[config.mk]
export PLATFORM = sky130hd
export DESIGN_NAME = cmd_frame_parser_flat
export DESIGN_NICKNAME = d
export VERILOG_FILES = /design/src/rtl/cmd_frame_parser_pkg.sv /design/src/rtl/cmd_frame_parser_if.sv /design/src/rtl/cmd_watchdog.sv /design/src/rtl/cmd_frame_parser.sv /design/src/flat_wrapper.sv
export SDC_FILE = /design/constraint.sdc
export NUM_CORES = 1
export LEC_CHECK = 0
export ABC_AREA = 1
export CAP_MARGIN = 40
export CORE_MARGIN = 2
export CORE_UTILIZATION = 50
export DETAILED_ROUTE_END_ITERATION = 10
export PLACE_DENSITY = 0.76
export SLEW_MARGIN = 20
export SYNTH_ARGS = -nofsm -noshare
export SYNTH_HDL_FRONTEND = slang
export SYNTH_SLANG_ARGS = --single-unit
[constraint.sdc]
create_clock -name clk -period 7.9 [get_ports clk]
set_input_delay 1.185 -clock clk [delete_from_list [all_inputs] [get_ports clk]]
set_output_delay 1.185 -clock clk [all_outputs]
set_load 0.02 [all_outputs]
[src/rtl/cmd_frame_parser_pkg.sv]
// Shared types and frame constants for the UART flight-command parser.
package drone_cmd_pkg;

  typedef enum logic [7:0] {
    IDLE    = 8'h00,
    TAKEOFF = 8'h01,
    HOVER   = 8'h02,
    FORWARD = 8'h03
  } action_t;

  localparam logic [7:0]  ACT_MAX     = FORWARD;
  localparam int unsigned FRAME_LEN   = 11;
  localparam int unsigned PAYLOAD_LEN = FRAME_LEN - 2;

  typedef enum logic [1:0] {
    ERR_NONE    = 2'b00,
    ERR_CSUM    = 2'b01,
    ERR_TIMEOUT = 2'b10,
    ERR_ACTION  = 2'b11
  } err_code_t;

  typedef enum logic [1:0] {
    HUNT,
    BODY,
    CSUM
  } state_t;

  function automatic logic signed [15:0] clamp16(input logic signed [15:0] v,
                                                 input logic signed [15:0] lim);
    if (v > lim)  return lim;
    if (v < -lim) return -lim;
    return v;
  endfunction

endpackage

[src/rtl/cmd_frame_parser_if.sv]
// Byte stream in, committed command out; master drives bytes, slave is the parser.
interface cmd_frame_parser_if;
  logic [7:0]  rx_data;
  logic        rx_valid;
  logic [7:0]  action;
  logic [15:0] target_height;
  logic [15:0] target_pitch;
  logic [15:0] target_roll;
  logic [15:0] target_yaw;
  logic        cmd_valid;
  logic        err;
  logic [1:0]  err_code;
  logic        failsafe;

  modport master (
    output rx_data, rx_valid,
    input  action, target_height, target_pitch, target_roll, target_yaw,
           cmd_valid, err, err_code, failsafe
  );

  modport slave (
    input  rx_data, rx_valid,
    output action, target_height, target_pitch, target_roll, target_yaw,
           cmd_valid, err, err_code, failsafe
  );
endinterface

[src/rtl/cmd_watchdog.sv]
// Link-loss watchdog: saturating idle counter, one-cycle expiry strobe; a kick clears it.
module cmd_watchdog #(
  parameter int unsigned WDT_CYCLES = 25000000
) (
  input  logic clk,
  input  logic reset,
  input  logic kick_i,
  output logic expire_o
);

  logic [31:0] count_q, count_d;

  always_comb begin
    count_d  = count_q;
    expire_o = 1'b0;
    if (kick_i) begin
      count_d = '0;
    end else if (count_q != WDT_CYCLES) begin
      count_d = count_q + 32'd1;
      if (count_q == WDT_CYCLES - 1) expire_o = 1'b1;
    end
  end

  always_ff @(posedge clk or posedge reset) begin
    if (reset) count_q <= '0;
    else       count_q <= count_d;
  end

endmodule

[src/rtl/cmd_frame_parser.sv]
// Assembles 11-byte XOR-checksummed UART frames into clamped flight setpoints.
// Define CMD_WATCHDOG_EN to add the link-loss watchdog (failsafe output).
module cmd_frame_parser
  import drone_cmd_pkg::*;
#(
  parameter logic [7:0]         HEADER         = 8'hAA,
  parameter int unsigned        TIMEOUT_CYCLES = 50000,
  parameter logic signed [15:0] PITCH_LIMIT    = 16'sd1500,
  parameter logic signed [15:0] ROLL_LIMIT     = 16'sd1500
`ifdef CMD_WATCHDOG_EN
  , parameter int unsigned      WDT_CYCLES     = 25000000
`endif
) (
  input logic               clk,
  input logic               reset,
  cmd_frame_parser_if.slave bus
);

  state_t      state_q, state_d;
  logic [3:0]  idx_q, idx_d;
  logic [7:0]  xor_q, xor_d;
  logic [31:0] timer_q, timer_d;
  logic [7:0]  buf_q [PAYLOAD_LEN];
  logic        store, commit, reject, wdt_expire;
  err_code_t   rej_code;

  logic [7:0]  action_q;
  logic [15:0] height_q, pitch_q, roll_q, yaw_q;
  logic        cmd_valid_q, err_q, failsafe_q;
  logic [1:0]  err_code_q;

  always_comb begin
    state_d  = state_q;
    idx_d    = idx_q;
    xor_d    = xor_q;
    timer_d  = '0;
    store    = 1'b0;
    commit   = 1'b0;
    reject   = 1'b0;
    rej_code = ERR_NONE;
    case (state_q)
      HUNT: begin
        if (bus.rx_valid && bus.rx_data == HEADER) begin
          state_d = BODY;
          idx_d   = '0;
          xor_d   = '0;
        end
      end
      BODY, CSUM: begin
        // An arriving byte takes precedence over a timer expiring in the same cycle.
        if (bus.rx_valid) begin
          if (state_q == BODY) begin
            store = 1'b1;
            xor_d = xor_q ^ bus.rx_data;
            idx_d = idx_q + 4'd1;
            if (idx_q == 4'(PAYLOAD_LEN - 1)) state_d = CSUM;
          end else begin
            state_d = HUNT;
            if (bus.rx_data != xor_q) begin
              reject   = 1'b1;
              rej_code = ERR_CSUM;
            end else if (buf_q[0] > ACT_MAX) begin
              reject   = 1'b1;
              rej_code = ERR_ACTION;
            end else begin
              commit = 1'b1;
            end
          end
        end else if (timer_q == TIMEOUT_CYCLES - 1) begin
          state_d  = HUNT;
          reject   = 1'b1;
          rej_code = ERR_TIMEOUT;
        end else begin
          timer_d = timer_q + 32'd1;
        end
      end
      default: state_d = HUNT;
    endcase
  end

  always_ff @(posedge clk or posedge reset) begin
    if (reset) begin
      state_q <= HUNT;
      idx_q   <= '0;
      xor_q   <= '0;
      timer_q <= '0;
      for (int unsigned i = 0; i < PAYLOAD_LEN; i++) buf_q[i] <= '0;
    end else begin
      state_q <= state_d;
      idx_q   <= idx_d;
      xor_q   <= xor_d;
      timer_q <= timer_d;
      if (store) buf_q[idx_q] <= bus.rx_data;
    end
  end

`ifdef CMD_WATCHDOG_EN
  cmd_watchdog #(.WDT_CYCLES(WDT_CYCLES)) u_wdt (
    .clk      (clk),
    .reset    (reset),
    .kick_i   (commit),
    .expire_o (wdt_expire)
  );
`else
  assign wdt_expire = 1'b0;
`endif

  always_ff @(posedge clk or posedge reset) begin
    if (reset) begin
      action_q    <= '0;
      height_q    <= '0;
      pitch_q     <= '0;
      roll_q      <= '0;
      yaw_q       <= '0;
      cmd_valid_q <= 1'b0;
      err_q       <= 1'b0;
      err_code_q  <= '0;
      failsafe_q  <= 1'b0;
    end else begin
      cmd_valid_q <= commit;
      err_q       <= reject;
      if (reject) err_code_q <= rej_code;
      if (commit) begin
        action_q   <= buf_q[0];
        height_q   <= {buf_q[1], buf_q[2]};
        pitch_q    <= clamp16({buf_q[3], buf_q[4]}, PITCH_LIMIT);
        roll_q     <= clamp16({buf_q[5], buf_q[6]}, ROLL_LIMIT);
        yaw_q      <= {buf_q[7], buf_q[8]};
        failsafe_q <= 1'b0;
      end else if (wdt_expire) begin
        action_q   <= IDLE;
        height_q   <= '0;
        pitch_q    <= '0;
        roll_q     <= '0;
        yaw_q      <= '0;
        failsafe_q <= 1'b1;
      end
    end
  end

  assign bus.action        = action_q;
  assign bus.target_height = height_q;
  assign bus.target_pitch  = pitch_q;
  assign bus.target_roll   = roll_q;
  assign bus.target_yaw    = yaw_q;
  assign bus.cmd_valid     = cmd_valid_q;
  assign bus.err           = err_q;
  assign bus.err_code      = err_code_q;
  assign bus.failsafe      = failsafe_q;

endmodule
[src/flat_wrapper.sv]
// flat-port wrapper written by rule: the top's interface ports become plain ports
module cmd_frame_parser_flat import drone_cmd_pkg::*;
#(
  parameter logic [7:0]         HEADER         = 8'hAA,
  parameter int unsigned        TIMEOUT_CYCLES = 50000,
  parameter logic signed [15:0] PITCH_LIMIT    = 16'sd1500,
  parameter logic signed [15:0] ROLL_LIMIT     = 16'sd1500

)
  (clk, reset, bus_rx_data, bus_rx_valid, bus_action, bus_target_height, bus_target_pitch, bus_target_roll, bus_target_yaw, bus_cmd_valid, bus_err, bus_err_code, bus_failsafe);
  cmd_frame_parser_if bus_i ();
  input logic clk;
  input logic reset;
  input wire logic [$bits(bus_i.rx_data)-1:0] bus_rx_data;
  input wire logic [$bits(bus_i.rx_valid)-1:0] bus_rx_valid;
  output wire logic [$bits(bus_i.action)-1:0] bus_action;
  output wire logic [$bits(bus_i.target_height)-1:0] bus_target_height;
  output wire logic [$bits(bus_i.target_pitch)-1:0] bus_target_pitch;
  output wire logic [$bits(bus_i.target_roll)-1:0] bus_target_roll;
  output wire logic [$bits(bus_i.target_yaw)-1:0] bus_target_yaw;
  output wire logic [$bits(bus_i.cmd_valid)-1:0] bus_cmd_valid;
  output wire logic [$bits(bus_i.err)-1:0] bus_err;
  output wire logic [$bits(bus_i.err_code)-1:0] bus_err_code;
  output wire logic [$bits(bus_i.failsafe)-1:0] bus_failsafe;
  assign bus_i.rx_data = bus_rx_data;
  assign bus_i.rx_valid = bus_rx_valid;
  assign bus_action = bus_i.action;
  assign bus_target_height = bus_i.target_height;
  assign bus_target_pitch = bus_i.target_pitch;
  assign bus_target_roll = bus_i.target_roll;
  assign bus_target_yaw = bus_i.target_yaw;
  assign bus_cmd_valid = bus_i.cmd_valid;
  assign bus_err = bus_i.err;
  assign bus_err_code = bus_i.err_code;
  assign bus_failsafe = bus_i.failsafe;
  cmd_frame_parser #(.HEADER(HEADER), .TIMEOUT_CYCLES(TIMEOUT_CYCLES), .PITCH_LIMIT(PITCH_LIMIT), .ROLL_LIMIT(ROLL_LIMIT)) u_core (.clk(clk), .reset(reset), .bus(bus_i));
endmodule
## Yosys cells after proc, flatten, opt, wreduce, memory -nomap -nowiden

Cells that the tools add are included.

| operators by class | value |
|---|---|
| add/sub/neg operators | 2 |
| multiplexer cells | 58 |
| $lt $le $gt $ge | 7 |
| multipliers | 0 |
| divide/modulo/power cells | 0 |
| shift operators | 0 |
| eq/ne operators | 11 |
| reduce and logical (&&, ||, !) cells | 7 |
| bitwise gates (word level) | 2 |

Operators by type and width:

| cell | number |
|---|---|
| 2-to-1 mux 16 bit | 8 |
| 2-to-1 mux 32 bit | 3 |
| bitwise mux 72 bit | 1 |
| adder 32 x 1 -> 32 bit, second input constant | 1 |
| demux 8 bit (select 4 bit) | 1 |
| == test 32 x 16 -> 1 bit, second input constant | 1 |
| greater-than comparator 16 x 12 -> 1 bit, second input constant | 2 |
| less-than comparator 16 x 12 -> 1 bit, second input constant | 2 |
| 2-to-1 mux 8 bit | 4 |
| 2-to-1 mux 1 bit | 24 |
| 2-to-1 mux 2 bit | 11 |
| one-hot mux 8 bit (2 select lines) | 1 |
| 2-to-1 mux 4 bit | 3 |
| == test 8 bit, second input constant | 1 |
| greater-than comparator 8 x 2 -> 1 bit, second input constant | 1 |
| inequality test 8 bit | 1 |
| one-hot mux 4 bit (2 select lines) | 1 |
| XOR 8 bit | 1 |
| >= comparator 5 bit, second input constant | 1 |
| less-than comparator 5 x 1 -> 1 bit, second input constant | 1 |
| NOT 4 -> 5 bit | 1 |
| adder 4 x 1 -> 4 bit, second input constant | 1 |
| == test 4 bit, second input constant | 1 |
| inequality test 2 x 1 -> 1 bit, second input constant | 2 |
| 12 further kinds | 13 |

| storage, ports and cells | value |
|---|---|
| input port bits | 11 |
| ROM bits | 0 |
| memories kept | 0 |
| register bits | 194 |
| RAM bits | 0 |
| bits in latches | 0 |

## Depth between registers and ports, before layout

Gate-level depths: netlist (run 1).

| logic depth | value |
|---|---|
| depth in word-level cells | 11 |
| gate-level depth with buffers | 12 |
| mapped depth without buffers | 10 |

## Least setup slack after synthesis (run 1)

No wires, ideal clock.

| path | value |
|---|---|
| kind | input to register |
| start | input bus_rx_data[4] |
| end | register u_core.pitch_q[10] (netlist: u_core.bus.target_pitch[10]) |
| path buffers | 2 |
| stages on the path | 10 |
| data required time | 7.771 ns |
| setup time | 0.129 ns |
| arrival | 2.181 ns |
| path slack | 5.590 ns |
| cells stage by stage | inv_2 nand2_1 nand2_1 nand2_1 nor2_2 nand4_2 buf_6 buf_2 nand2_1 nand3_1 |

| on the way | value |
|---|---|
| word-level cells in the longest chain between the ends | 5 |

RTL lines:

| what | line | source |
|---|---|---|
| from (decl) | flat_wrapper.sv:14 | `input wire logic [$bits(bus_i.rx_data)-1:0] bus_rx_data;` |
| inequality test 8 bit | cmd_frame_parser.sv:59 | `if (bus.rx_data != xor_q) begin` |
| 2-to-1 mux 1 bit | cmd_frame_parser.sv:59 |  |
| 2-to-1 mux 1 bit | cmd_frame_parser.sv:52 | `if (state_q == BODY) begin` |
| 2-to-1 mux 1 bit | cmd_frame_parser.sv:51 | `if (bus.rx_valid) begin` |
| 2-to-1 mux 1 bit | cmd_frame_parser.sv:41 | `case (state_q)` |
| to (signal assigned) | cmd_frame_parser.sv:126 | `pitch_q <= clamp16({buf_q[3], buf_q[4]}, PITCH_LIMIT);` |
| to (decl) | cmd_frame_parser.sv:28 | `logic [15:0] height_q, pitch_q, roll_q, yaw_q;` |

No other way between the ends.
A chain may end at the register's enable or synchronous reset.

## Worst setup path after layout (run 1)

| path | value |
|---|---|
| start | input bus_rx_valid |
| end | register u_core.pitch_q[8] (netlist: u_core.bus.target_pitch[8]) |

| on the way | value |
|---|---|
| word-level cells in the longest chain between the ends | 2 |

RTL lines:

| what | line | source |
|---|---|---|
| from (decl) | flat_wrapper.sv:15 | `input wire logic [$bits(bus_i.rx_valid)-1:0] bus_rx_valid;` |
| 2-to-1 mux 1 bit | cmd_frame_parser.sv:51 |  |
| 2-to-1 mux 1 bit | cmd_frame_parser.sv:41 |  |

No other way between the ends.

==> flow_metrics.py, run 1 <==
metrics = {
    "routing": {
        "drt_wl_total_microns": 20700,
        "drcViolationCount": 0,
        "route.vias.total": 7438,
        "detail_route.iter0.violations": 626,
        "wire_per_inst_microns": 14.7,
        "via_per_inst": 5.29,
        "antenna_violating_nets_post_route": 0,
        "detail_route.first_pass.iterations": 7,
    },
    "synth": {
        "average_size_of_a_mapped_cell_sq_um": 8.08,
        "postSynth.asyncResetShare_pct": 100,
        "ys_seq_area_share_pct": 55.1,
        "synth.cell_area_sq_um": 8810,
        "yosys.cell_types.count": 35,
        "synthDominantAreaCellType": "dfrtp_1",
        "synth_top_area_share_pct": 55.1,
        "netlist_instances": 1090,
        "yosys_register_bits": 194,
        "number_of_enable_flip_flop_cells_after_synthesis": 0,
        "synth.area.top_cells": "dfrtp_1 55%, nand2_1 17%, nor2_1 5.2%, o21ai_0 4.3%, nand3_1 3.8%",
        "number_of_warnings_issued_by_yosys": 0,
        "synthesis.nets": 1111,
        "leading_register_cell_type_out_of_synthesis": "dfrtp_1",
    },
    "placement": {
        "pre_cts_ws_ns": 3.89,
        "gpl.final_weighted_congestion": 0.894,
        "portBuffers": 86,
        "hpwl_after_detailed_placement_microns": 14400,
        "post_dp_cell_area_sq_um": 9870,
    },
    "clock_network": {
        "path_clk_slew_ns": 0.07,
        "clock_insertion_delay_worst_skew_ns": 0.44,
        "cts-buffers-inserted": 17,
        "cts.root.buffer_cell": "clkbuf_16",
        "ctsHtreeMaxLevel": 4,
        "clock_sink_count": 194,
        "cts.path.max_buffers": 2,
        "post-cts-setup-buffers": 0,
        "cts_tree": "done",
        "cts_hold_buffers": 0,
        "post_cts_resized": 0,
    },
    "pwr": {
        "vdd.ir_drop.worst_mv": 0.214,
        "p_seq_share_pct": 45.2,
        "reported_leakage_power_nw": 5.13,
        "powerDensity_nw_per_um2": 268,
        "clock_share_of_power_pct": 34.0,
        "finalPower_mw": 2.83,
        "p_sw_uw": 915,
        "part_of_the_total_power_dissipated_in_combinational_logic_pct": 20.8,
        "cell_internal_pwr_mw": 1.92,
        "sw_share_pct": 32.3,
    },
    "floorplanning": {
        "placement_rows": 48,
        "chip_width_microns": 137,
        "initial_utilization_pct": 51.1,
        "die_ar_sq_um": 18700,
        "dieHeight_microns": 137,
        "core-area_sq_um": 17200,
        "io_pins": 88,
    },
    "grt": {
        "maximum_number_of_pins_on_one_net_before_global_route_repair": 108,
        "number_of_global_route_vias_before_repair": 6935,
        "globalRouteOverflowTotal": 0,
        "global_route.usage.total_pct": 23.5,
        "grt_antenna_before_repair": 0,
        "first_pass_grt_wire_length_microns": 34200,
    },
    "worst_setup_path": {
        "worst-endpoint-arrival_ns": 3.92,
        "slowest_stage": "buf_4",
        "cp_buf_inv_count": 5,
        "cpLargestDelayFamily": "buffers and inverters",
        "worstPathRequired_ns": 8.21,
        "critPathKind": "in2reg",
        "critical_path.startpoint_type": "input port",
        "critical_path.max_stage_delay_ns": 0.59,
        "worstPathCellList": "clkdlybuf4s50_1 > inv_1 > nor3_2 > nand4_4 > buf_4 > inv_2 > buf_12 > nand2_1 > nand3_1",
        "crit_fanout": 74,
        "worstSetupEndpointType": "flip-flop",
    },
    "timing": {
        "max_slew_vio_count": 0,
        "worst-slew-pin-transition_ns": 0.809,
        "setup_violations": 0,
        "hold_ws_ns": 0.477,
        "timing.max_slew.rel_slack_pct": 46.1,
        "worst_clock_skew_ns": 0.0110,
        "finalCriticalPeriod_ns": 3.60,
        "post-route-worst-setup-slack_ns": 4.30,
        "layout_worst_path_cycle_share_pct": 45.6,
        "clock.fmax_mhz": 278,
        "finalHoldViolCount": 0,
        "rsz_0062_raised_after_global_routing": "false",
        "final.setup.tns_ns": 0,
    },
    "finish": {
        "finish.instance_area_sq_um": 10600,
        "layout-drive-gt1-share_pct": 5.08,
        "area_grow_syn2layout_pct": 19.9,
        "layout.filler_cells": 1541,
        "final_nets": 1190,
        "diodes": 0,
    },
    "hold_path": {
        "hold_path.class": "reg2reg",
    },
    "run_status": {
        "run_status": "finished clean",
    },
    "job": {
        "number_of_max_cap_violations": 0,
    },
}
cell families after synthesis:
kind of cell,Yosys count,synth area share (%)
other,1,0.0426
buffers and inverters,124,5.78
and+or+nand+nor,643,29.8
xor gates and xnor gates,14,1.39
adders and majority gates,10,1.42
AOI/OAI and AO/OA,104,6.39
DFF,194,55.1
worst paths after layout:
path | start | slack, ns | to | cells after the start
setup / recovery | bus_rx_valid | 4.30 | u_core.bus.target_pitch[8] | 9
hold / removal | u_core.buf_q[5] | 0.48 | u_core.bus.target_yaw[5] | 2
setup reg to reg | u_core.state_q[0] | 4.77 | u_core.bus.target_pitch[8] | 10
hold reg to reg | u_core.buf_q[5] | 0.48 | u_core.bus.target_yaw[5] | 2
max in group asynchronous | reset | 5.58 | u_core.timer_q[21] | 5
min in group asynchronous | reset | 1.08 | u_core.timer_q[16] | 2
metrics by stage:
stage / instances / utilization [%]
floorplan: 1090 / -
detailed placement: 1374 / 57.3
CTS: 1406 / 61.1
global placement: 1372 / 57.0
global route: 1407 / 61.3
finish: 1407 / 61.3
flip-flops by register name (all words and copies together) (netlist names):
name                      count
u_core.bus.target_pitch      16
u_core.bus.target_height     16
u_core.buf_q                 72
u_core.bus.cmd_valid          1
u_core.bus.action             8
u_core.bus.target_yaw        16
u_core.state_q                2
u_core.bus.err_code           2
u_core.bus.err                1
u_core.xor_q                  8
u_core.idx_q                  4
u_core.timer_q               32
u_core.bus.target_roll       16
layout by cell type (no fill, tap or decap), types with 10 or more instances in the layout:
cell type | Yosys | layout
nand2_1 | 397 | 397
dfrtp_1 | 194 | 194
nor2_1 | 123 | 123
clkdlybuf4s50_1 | 0 | 86
inv_1 | 81 | 80
o21ai_0 | 76 | 76
nand3_1 | 67 | 67
nor3_1 | 32 | 32
clkbuf_16 | 0 | 17
inv_2 | 12 | 12
xor2_1 | 11 | 11
nand4_1 | 10 | 10
ha_1 | 10 | 10
worst register-to-register path, delay by kind of cell (launching register included):
family	cells	cell delay, ns
buf+inv	5	1.62
fa+ha+maj	1	0.42
flops	1	0.41
simple gates	4	0.56
power by group through the flow:
| stage | clock network, mW | registers, mW | logic (mW) |
|---|---|---|---|
| floorplan | 0 | 1.26 | 0.445 |
| global placement | 0 | 1.29 | 0.563 |
| detailed placement | 0 | 1.29 | 0.581 |
| CTS | 0.973 | 1.28 | 0.588 |
| global route | 1.02 | 1.30 | 0.676 |
| finish | 0.963 | 1.28 | 0.590 |
synthesized netlist by cell type, types with 3 or more instances:
cell,instances
inv_1,81
nand3_1,67
dfrtp_1,194
nor2_1,123
nand3b_1,3
a21oi_1,8
buf_4,3
nor3_1,32
o22ai_1,8
xor2_1,11
inv_2,12
nand4_1,10
xnor2_1,3
clkbuf_1,12
o21ai_0,76
nand2_1,397
a21o_1,3
buf_2,14
ha_1,10
layer usage:
metal	up-vias	part of all wire, %	global-route usage [%]
met2	232	46	34.9
li1	3621	-	-
met4	0	1.7	8.45
met1	3553	47	34.6
met3	32	5.7	4.48
met5	-	0	0
cell type report:
class                   count  area [sq um]  share of cell area, %
clock inverters            14           225                   2.13
flip-flops and latches    194          4850                   46.0
multi-input cells         772          3450                   32.7
repair buffers             91           951                   9.00
well taps                 225           282                   2.67
inverters                  93           357                   3.38
clock buffers              18           439                   4.16
Note: power is estimated with default switching activity, not from simulation.
==> run 2: changes to the inputs <==
==> constraint.sdc (replaced) <==
create_clock -name clk -period 3.63 [get_ports clk]
set_input_delay 0.5445 -clock clk [delete_from_list [all_inputs] [get_ports clk]]
set_output_delay 0.5445 -clock clk [all_outputs]
set_load 0.02 [all_outputs]
==> run 2 against run 1 <==
  * Combinational power grew 120%
  * Total power grew 110%
  * Via count shrank 0.82%
  * Register-to-register slack lost 3.8 ns
  * Clock skew shrank 0.0021 ns
  * First-iteration DRC count grew 5.4%
  * Largest power group unchanged
  * Sequential cell count is the same
  * Clock-buffer cell count grew 1
  * Clock power grew 89%
  * Global-route usage shrank 0.58 points
  * Sequential share of layout area grew 0.52 points
  * Final cell count grew 0.14%
==> flow_metrics.py, run 2 (synthesis gave the netlist of run 1 again) <==
metrics = {
    "worst_setup_path": {
        "worstSetupEndpointType": "flip-flop",
        "slowest_stage": "ha_1",
        "beginning_of_the_critical_path": "u_core.state_q[0]",
        "timing.critical_path.depth": 9,
        "regToRegSetupSlack_ns": 1.02,
        "timing.rr.end": "u_core.bus.target_roll[2]",
        "worstPathRequired_ns": 4.00,
        "cp_buf_inv_count": 4,
        "critical_path.max_stage_delay_ns": 0.44,
        "worstPathCellList": "inv_1 > ha_1 > inv_2 > nor3_2 > nand4_4 > inv_2 > buf_4 > nor2_1 > nor2_1",
        "critPathKind": "reg2reg",
        "r2r_start": "u_core.state_q[0]",
        "worst-endpoint-arrival_ns": 2.98,
        "cpLargestDelayFamily": "buffers and inverters",
        "worst_setup_path_endpoint": "u_core.bus.target_roll[2]",
        "crit_fanout": 36,
        "critical_path.startpoint_type": "flip-flop",
        "rr_worst_depth": 9,
    },
    "clock_network": {
        "post_cts_resized": 0,
        "cts.root.buffer_cell": "clkbuf_16",
        "cts_hold_buffers": 0,
        "path_clk_slew_ns": 0.07,
        "ctsHtreeMaxLevel": 4,
        "clock_insertion_delay_worst_skew_ns": 0.44,
        "clock_sink_count": 194,
        "post-cts-setup-buffers": 0,
        "cts-buffers-inserted": 17,
        "cts.path.max_buffers": 2,
        "cts_tree": "done",
    },
    "pwr": {
        "powerDensity_nw_per_um2": 562,
        "reported_leakage_power_nw": 5.07,
        "vdd.ir_drop.worst_mv": 0.471,
    },
    "timing": {
        "rsz_0062_raised_after_global_routing": "false",
        "finalCriticalPeriod_ns": 2.61,
        "post-route-worst-setup-slack_ns": 1.02,
        "layout_worst_path_cycle_share_pct": 72.0,
        "finalHoldViolCount": 0,
        "setup_violations": 0,
        "worst-slew-pin-transition_ns": 0.777,
        "hold_ws_ns": 0.468,
        "clock.fmax_mhz": 383,
        "max_slew_vio_count": 0,
        "worst_clock_skew_ns": 0.00881,
        "final.setup.tns_ns": 0,
        "timing.max_slew.rel_slack_pct": 48.1,
    },
    "grt": {
        "maximum_number_of_pins_on_one_net_before_global_route_repair": 58,
        "number_of_global_route_vias_before_repair": 6672,
        "globalRouteOverflowTotal": 0,
        "global_route.usage.total_pct": 23.0,
        "grt_antenna_before_repair": 0,
        "first_pass_grt_wire_length_microns": 33300,
    },
    "finish": {
        "largest_registers": "u_core.buf_q: 72 flops, u_core.timer_q: 32 flops",
        "regMostFlops": "u_core.buf_q",
        "diodes": 0,
        "number_of_flip_flops_under_the_largest_register_name": 72,
        "final_cell_mix": "397 x nand2_1, 194 x dfrtp_1, 123 x nor2_1",
        "most_frequent_standard_cell_in_the_layout_excluding_fill_and_tap_cells": "nand2_1",
        "instances_no_fill": 1409,
        "final_nets": 1192,
        "layout-drive-gt1-share_pct": 5.07,
        "area_grow_syn2layout_pct": 18.6,
        "finish.instance_area_sq_um": 10400,
        "layout.filler_cells": 1517,
    },
    "routing": {
        "via_per_inst": 5.24,
        "drt_wl_total_microns": 20600,
        "drcViolationCount": 0,
        "detail_route.iter0.violations": 660,
        "antenna_violating_nets_post_route": 0,
        "wire_per_inst_microns": 14.6,
        "detail_route.first_pass.iterations": 5,
        "route.vias.total": 7377,
    },
    "placement": {
        "dp.cells": 1377,
        "pre_cts_ws_ns": 0.741,
        "post_dp_cell_area_sq_um": 9880,
        "gpl.final_weighted_congestion": 0.906,
        "hpwl_after_detailed_placement_microns": 14500,
        "portBuffers": 86,
    },
    "floorplanning": {
        "dieHeight_microns": 137,
        "initial_utilization_pct": 51.1,
        "placement_rows": 48,
        "core-area_sq_um": 17200,
        "die_ar_sq_um": 18700,
        "chip_width_microns": 137,
        "io_pins": 88,
    },
    "job": {
        "number_of_max_cap_violations": 0,
    },
    "run_status": {
        "run_status": "finished clean",
    },
    "hold_path": {
        "hold_path.class": "reg2reg",
    },
}
[run 2: cell types whose count changed in the layout (fill, tap and decap cells not counted)]
cell	before	now
buf_12	1	2
buf_16	2	0
buf_4	2	5
bufinv_16	5	1
clkbuf_1	0	2
clkbuf_8	1	0
clkinv_4	0	4
inv_6	2	3
inv_8	3	1
[run 2: layer usage]
metal / share of wire (%) / vias to the layer above / global-route usage (%)
li1: - / 3612 / -
met1: 48 / 3517 / 33.1
met2: 46 / 218 / 35.9
met3: 4.9 / 30 / 3.37
met4: 1.7 / 0 / 7.52
met5: 0 / - / 0
[run 2: worst register-to-register path, cell delays in order, from the launching register on]
cell and delay, ns:
dfrtp_1 0.40, inv_1 0.06, ha_1 0.44, inv_2 0.20, nor3_2 0.39, nand4_4 0.14, inv_2 0.29, buf_4 0.41
nor2_1 0.10, nor2_1 0.13
[run 2: how the worst min path moves through the flow]
stage,start,end,cells past startpoint
global route,u_core.buf_q[15],u_core.bus.target_yaw[15],2
CTS,u_core.buf_q[15],u_core.bus.target_yaw[15],2
global placement,u_core.buf_q[9],u_core.bus.target_yaw[9],2
detailed placement,u_core.buf_q[15],u_core.bus.target_yaw[15],2
floorplan,u_core.state_q[1],u_core.state_q[1],2
finish,u_core.buf_q[15],u_core.bus.target_yaw[15],2
[run 2: where the power goes]
| part | internal [mW] | switching [mW] | leakage [nW] |
|---|---|---|---|
| Sequential | 2.51 | 0.266 | 2.62 |
| Clock | 0.960 | 0.864 | 0.266 |
| Combinational | 0.413 | 0.860 | 2.19 |
[run 2: per-stage QoR]
stage                     total power [mW]  util [%]
after global routing                  6.21      60.6
after detailed placement              4.08      57.3
after floorplan                       3.71         -
final                                 5.87      60.6
after CTS                             5.88      60.6
after global placement                4.03      57.3
[run 2: layout make-up]
type	instances	area [sq um]	area share [%]
repair buffers	93	938	8.99
inverters	93	353	3.38
clock buffers	19	433	4.15
multi-input cells	772	3450	33.1
well taps	225	282	2.70
flip-flops and latches	194	4850	46.5
clock inverters	13	130	1.25
==> run 3: changes to the inputs <==
--- a/config.mk
+++ b/config.mk
@@ -10,7 +10,7 @@
 export CORE_MARGIN = 2
 export CORE_UTILIZATION = 50
 export DETAILED_ROUTE_END_ITERATION = 10
-export PLACE_DENSITY = 0.76
+export PLACE_DENSITY = 0.79
 export SLEW_MARGIN = 20
 export SYNTH_ARGS = -nofsm -noshare
 export SYNTH_HDL_FRONTEND = slang
==> constraint.sdc (replaced) <==
create_clock -name clk -period 2.1 [get_ports clk]
set_input_delay 0.315 -clock clk [delete_from_list [all_inputs] [get_ports clk]]
set_output_delay 0.315 -clock clk [all_outputs]
set_load 0.02 [all_outputs]
==> run 3 against run 2 <==
  * Hold slack got worse by 0.28 ns
  * Total power rose by 83%
  * Via count rose by 3.4%
  * Clock-buffer cell count fell by 2
  * Clock skew fell by 0.0012 ns
  * Utilization rose by 2.4 points
  * Non-clock buffer count rose by 40
  * Routed wire length rose by 4.8%
  * Combinational power rose by 100%
  * Maximum frequency rose by 31%
  * Global-route usage rose by 1.8 points
  * Critical path type unchanged
  * Largest cell class unchanged
==> flow_metrics.py, run 3 (synthesis gave the netlist of run 1 again) <==
metrics = {
    "finish": {
        "final_cell_mix": "397 x nand2_1, 194 x dfrtp_1, 121 x nor2_1",
        "number_of_flip_flops_under_the_largest_register_name": 72,
        "final_nets": 1232,
        "finish.instance_area_sq_um": 10900,
        "largest_registers": "u_core.buf_q: 72 flops, u_core.timer_q: 32 flops",
        "most_frequent_standard_cell_in_the_layout_excluding_fill_and_tap_cells": "nand2_1",
        "fin_util_pct": 63.0,
        "diodes": 0,
        "layout.filler_cells": 1462,
        "area_grow_syn2layout_pct": 23.3,
        "regMostFlops": "u_core.buf_q",
        "layout-drive-gt1-share_pct": 8.66,
        "instances_no_fill": 1449,
    },
    "grt": {
        "first_pass_grt_wire_length_microns": 36200,
        "maximum_number_of_pins_on_one_net_before_global_route_repair": 62,
        "grt_antenna_before_repair": 0,
        "global_route.usage.total_pct": 24.8,
        "globalRouteOverflowTotal": 0,
        "number_of_global_route_vias_before_repair": 7488,
    },
    "routing": {
        "wire_per_inst_microns": 14.9,
        "via_per_inst": 5.27,
        "drt_wl_total_microns": 21600,
        "detail_route.iter0.violations": 696,
        "detail_route.first_pass.iterations": 5,
        "antenna_violating_nets_post_route": 0,
        "drcViolationCount": 0,
        "route.vias.total": 7631,
    },
    "timing": {
        "max_slew_vio_count": 0,
        "finalHoldViolCount": 0,
        "final.setup.tns_ns": 0,
        "worst_clock_skew_ns": 0.00765,
        "setup_violations": 0,
        "clock.fmax_mhz": 500,
        "layout_worst_path_cycle_share_pct": 95.3,
        "rsz_0062_raised_after_global_routing": "true",
        "finalCriticalPeriod_ns": 2.00,
    },
    "pwr": {
        "reported_leakage_power_nw": 5.32,
        "powerDensity_nw_per_um2": 988,
        "vdd.ir_drop.worst_mv": 0.706,
    },
    "clock_network": {
        "clock_insertion_delay_worst_skew_ns": 0.44,
        "cts.root.buffer_cell": "clkbuf_16",
        "clock_sink_count": 194,
        "cts.path.max_buffers": 2,
        "cts_tree": "done",
        "cts-buffers-inserted": 17,
        "post-cts-setup-buffers": 0,
        "ctsHtreeMaxLevel": 4,
        "path_clk_slew_ns": 0.07,
    },
    "worst_setup_path": {
        "critical_path.startpoint_type": "flip-flop",
        "crit_fanout": 38,
        "slowest_stage": "dfrtp_1",
        "cpLargestDelayFamily": "simple AND/OR/NAND/NOR gates",
        "worst-endpoint-arrival_ns": 2.37,
        "worstPathCellList": "inv_1 > ha_1 > inv_2 > nor3_2 > nand4_4 > buf_4 > buf_12 > nor2_4 > nand2_1 > nand3_1",
        "timing.critical_path.depth": 10,
        "worstSetupEndpointType": "flip-flop",
        "critical_path.max_stage_delay_ns": 0.42,
        "worstPathRequired_ns": 2.47,
        "critPathKind": "reg2reg",
        "cp_buf_inv_count": 4,
        "rr_worst_depth": 10,
    },
    "placement": {
        "dp.cells": 1417,
        "hpwl_after_detailed_placement_microns": 15100,
        "gpl.final_weighted_congestion": 0.989,
        "portBuffers": 86,
        "post_dp_cell_area_sq_um": 10200,
    },
    "hold_path": {
        "hold_path.class": "in2async",
    },
    "run_status": {
        "run_status": "finished clean",
    },
    "floorplanning": {
        "die_ar_sq_um": 18700,
        "initial_utilization_pct": 51.1,
        "dieHeight_microns": 137,
        "io_pins": 88,
        "core-area_sq_um": 17200,
        "chip_width_microns": 137,
        "placement_rows": 48,
    },
    "job": {
        "number_of_max_cap_violations": 0,
    },
}
run 3: report_power, final:
| part | internal (mW) | total, mW | switching, mW |
|---|---|---|---|
| Sequential | 4.33 | 4.78 | 0.448 |
| Combinational | 0.943 | 2.54 | 1.60 |
| Clock | 1.91 | 3.42 | 1.51 |
run 3: worst paths after layout:
path | slack, ns | start | to
max reg2reg | 0.1 | u_core.state_q[0] | u_core.bus.target_pitch[3]
min in group clk | 0.47 | u_core.buf_q[64] | u_core.bus.action[0]
max in group asynchronous | 1.31 | reset | u_core.bus.target_pitch[10]
max | 0.1 | u_core.state_q[0] | u_core.bus.target_pitch[3]
min | 0.19 | reset | u_core.buf_q[65]
min reg2reg | 0.47 | u_core.buf_q[64] | u_core.bus.action[0]
run 3: final cells by class:
| cell class | instances | area, sq um | share of cell area, % |
|---|---|---|---|
| sequential | 194 | 4850 | 44.7 |
| clock inverter | 15 | 194 | 1.79 |
| inverter | 93 | 353 | 3.25 |
| clock buffer | 17 | 425 | 3.92 |
| tap | 225 | 282 | 2.59 |
| multi-input combinational | 772 | 3460 | 31.9 |
| timing repair buffer | 133 | 1290 | 11.9 |
run 3: per-stage QoR:
stage	worst slack [ns]	total power, mW	hold WS, ns
after detailed placement	-0.0821	7.31	0.458
after CTS	0.0765	10.8	0.196
after floorplan	-0.719	6.42	0.442
final	0.0992	10.7	0.193
after global routing	-0.0166	11.4	0.208
after global placement	-0.00563	7.20	0.450
run 3: metal layers:
| metal | part of all wire [%] | routed length [microns] | global-route usage (%) | vias to the layer above |
|---|---|---|---|---|
| met3 | 6.2 | 1350 | 5.04 | 51 |
| li1 | - | - | - | 3687 |
| met2 | 46 | 9970 | 38.9 | 255 |
| met4 | 2.9 | 626 | 9.09 | 0 |
| met1 | 45 | 9680 | 34.2 | 3638 |
| met5 | 0 | 0 | 0 | - |
run 3: what timing repair did:
action | CTS | global route
setup endpoints to repair | 0 | 13
resized for setup | 0 | 4
hold buffers | 0 | 0
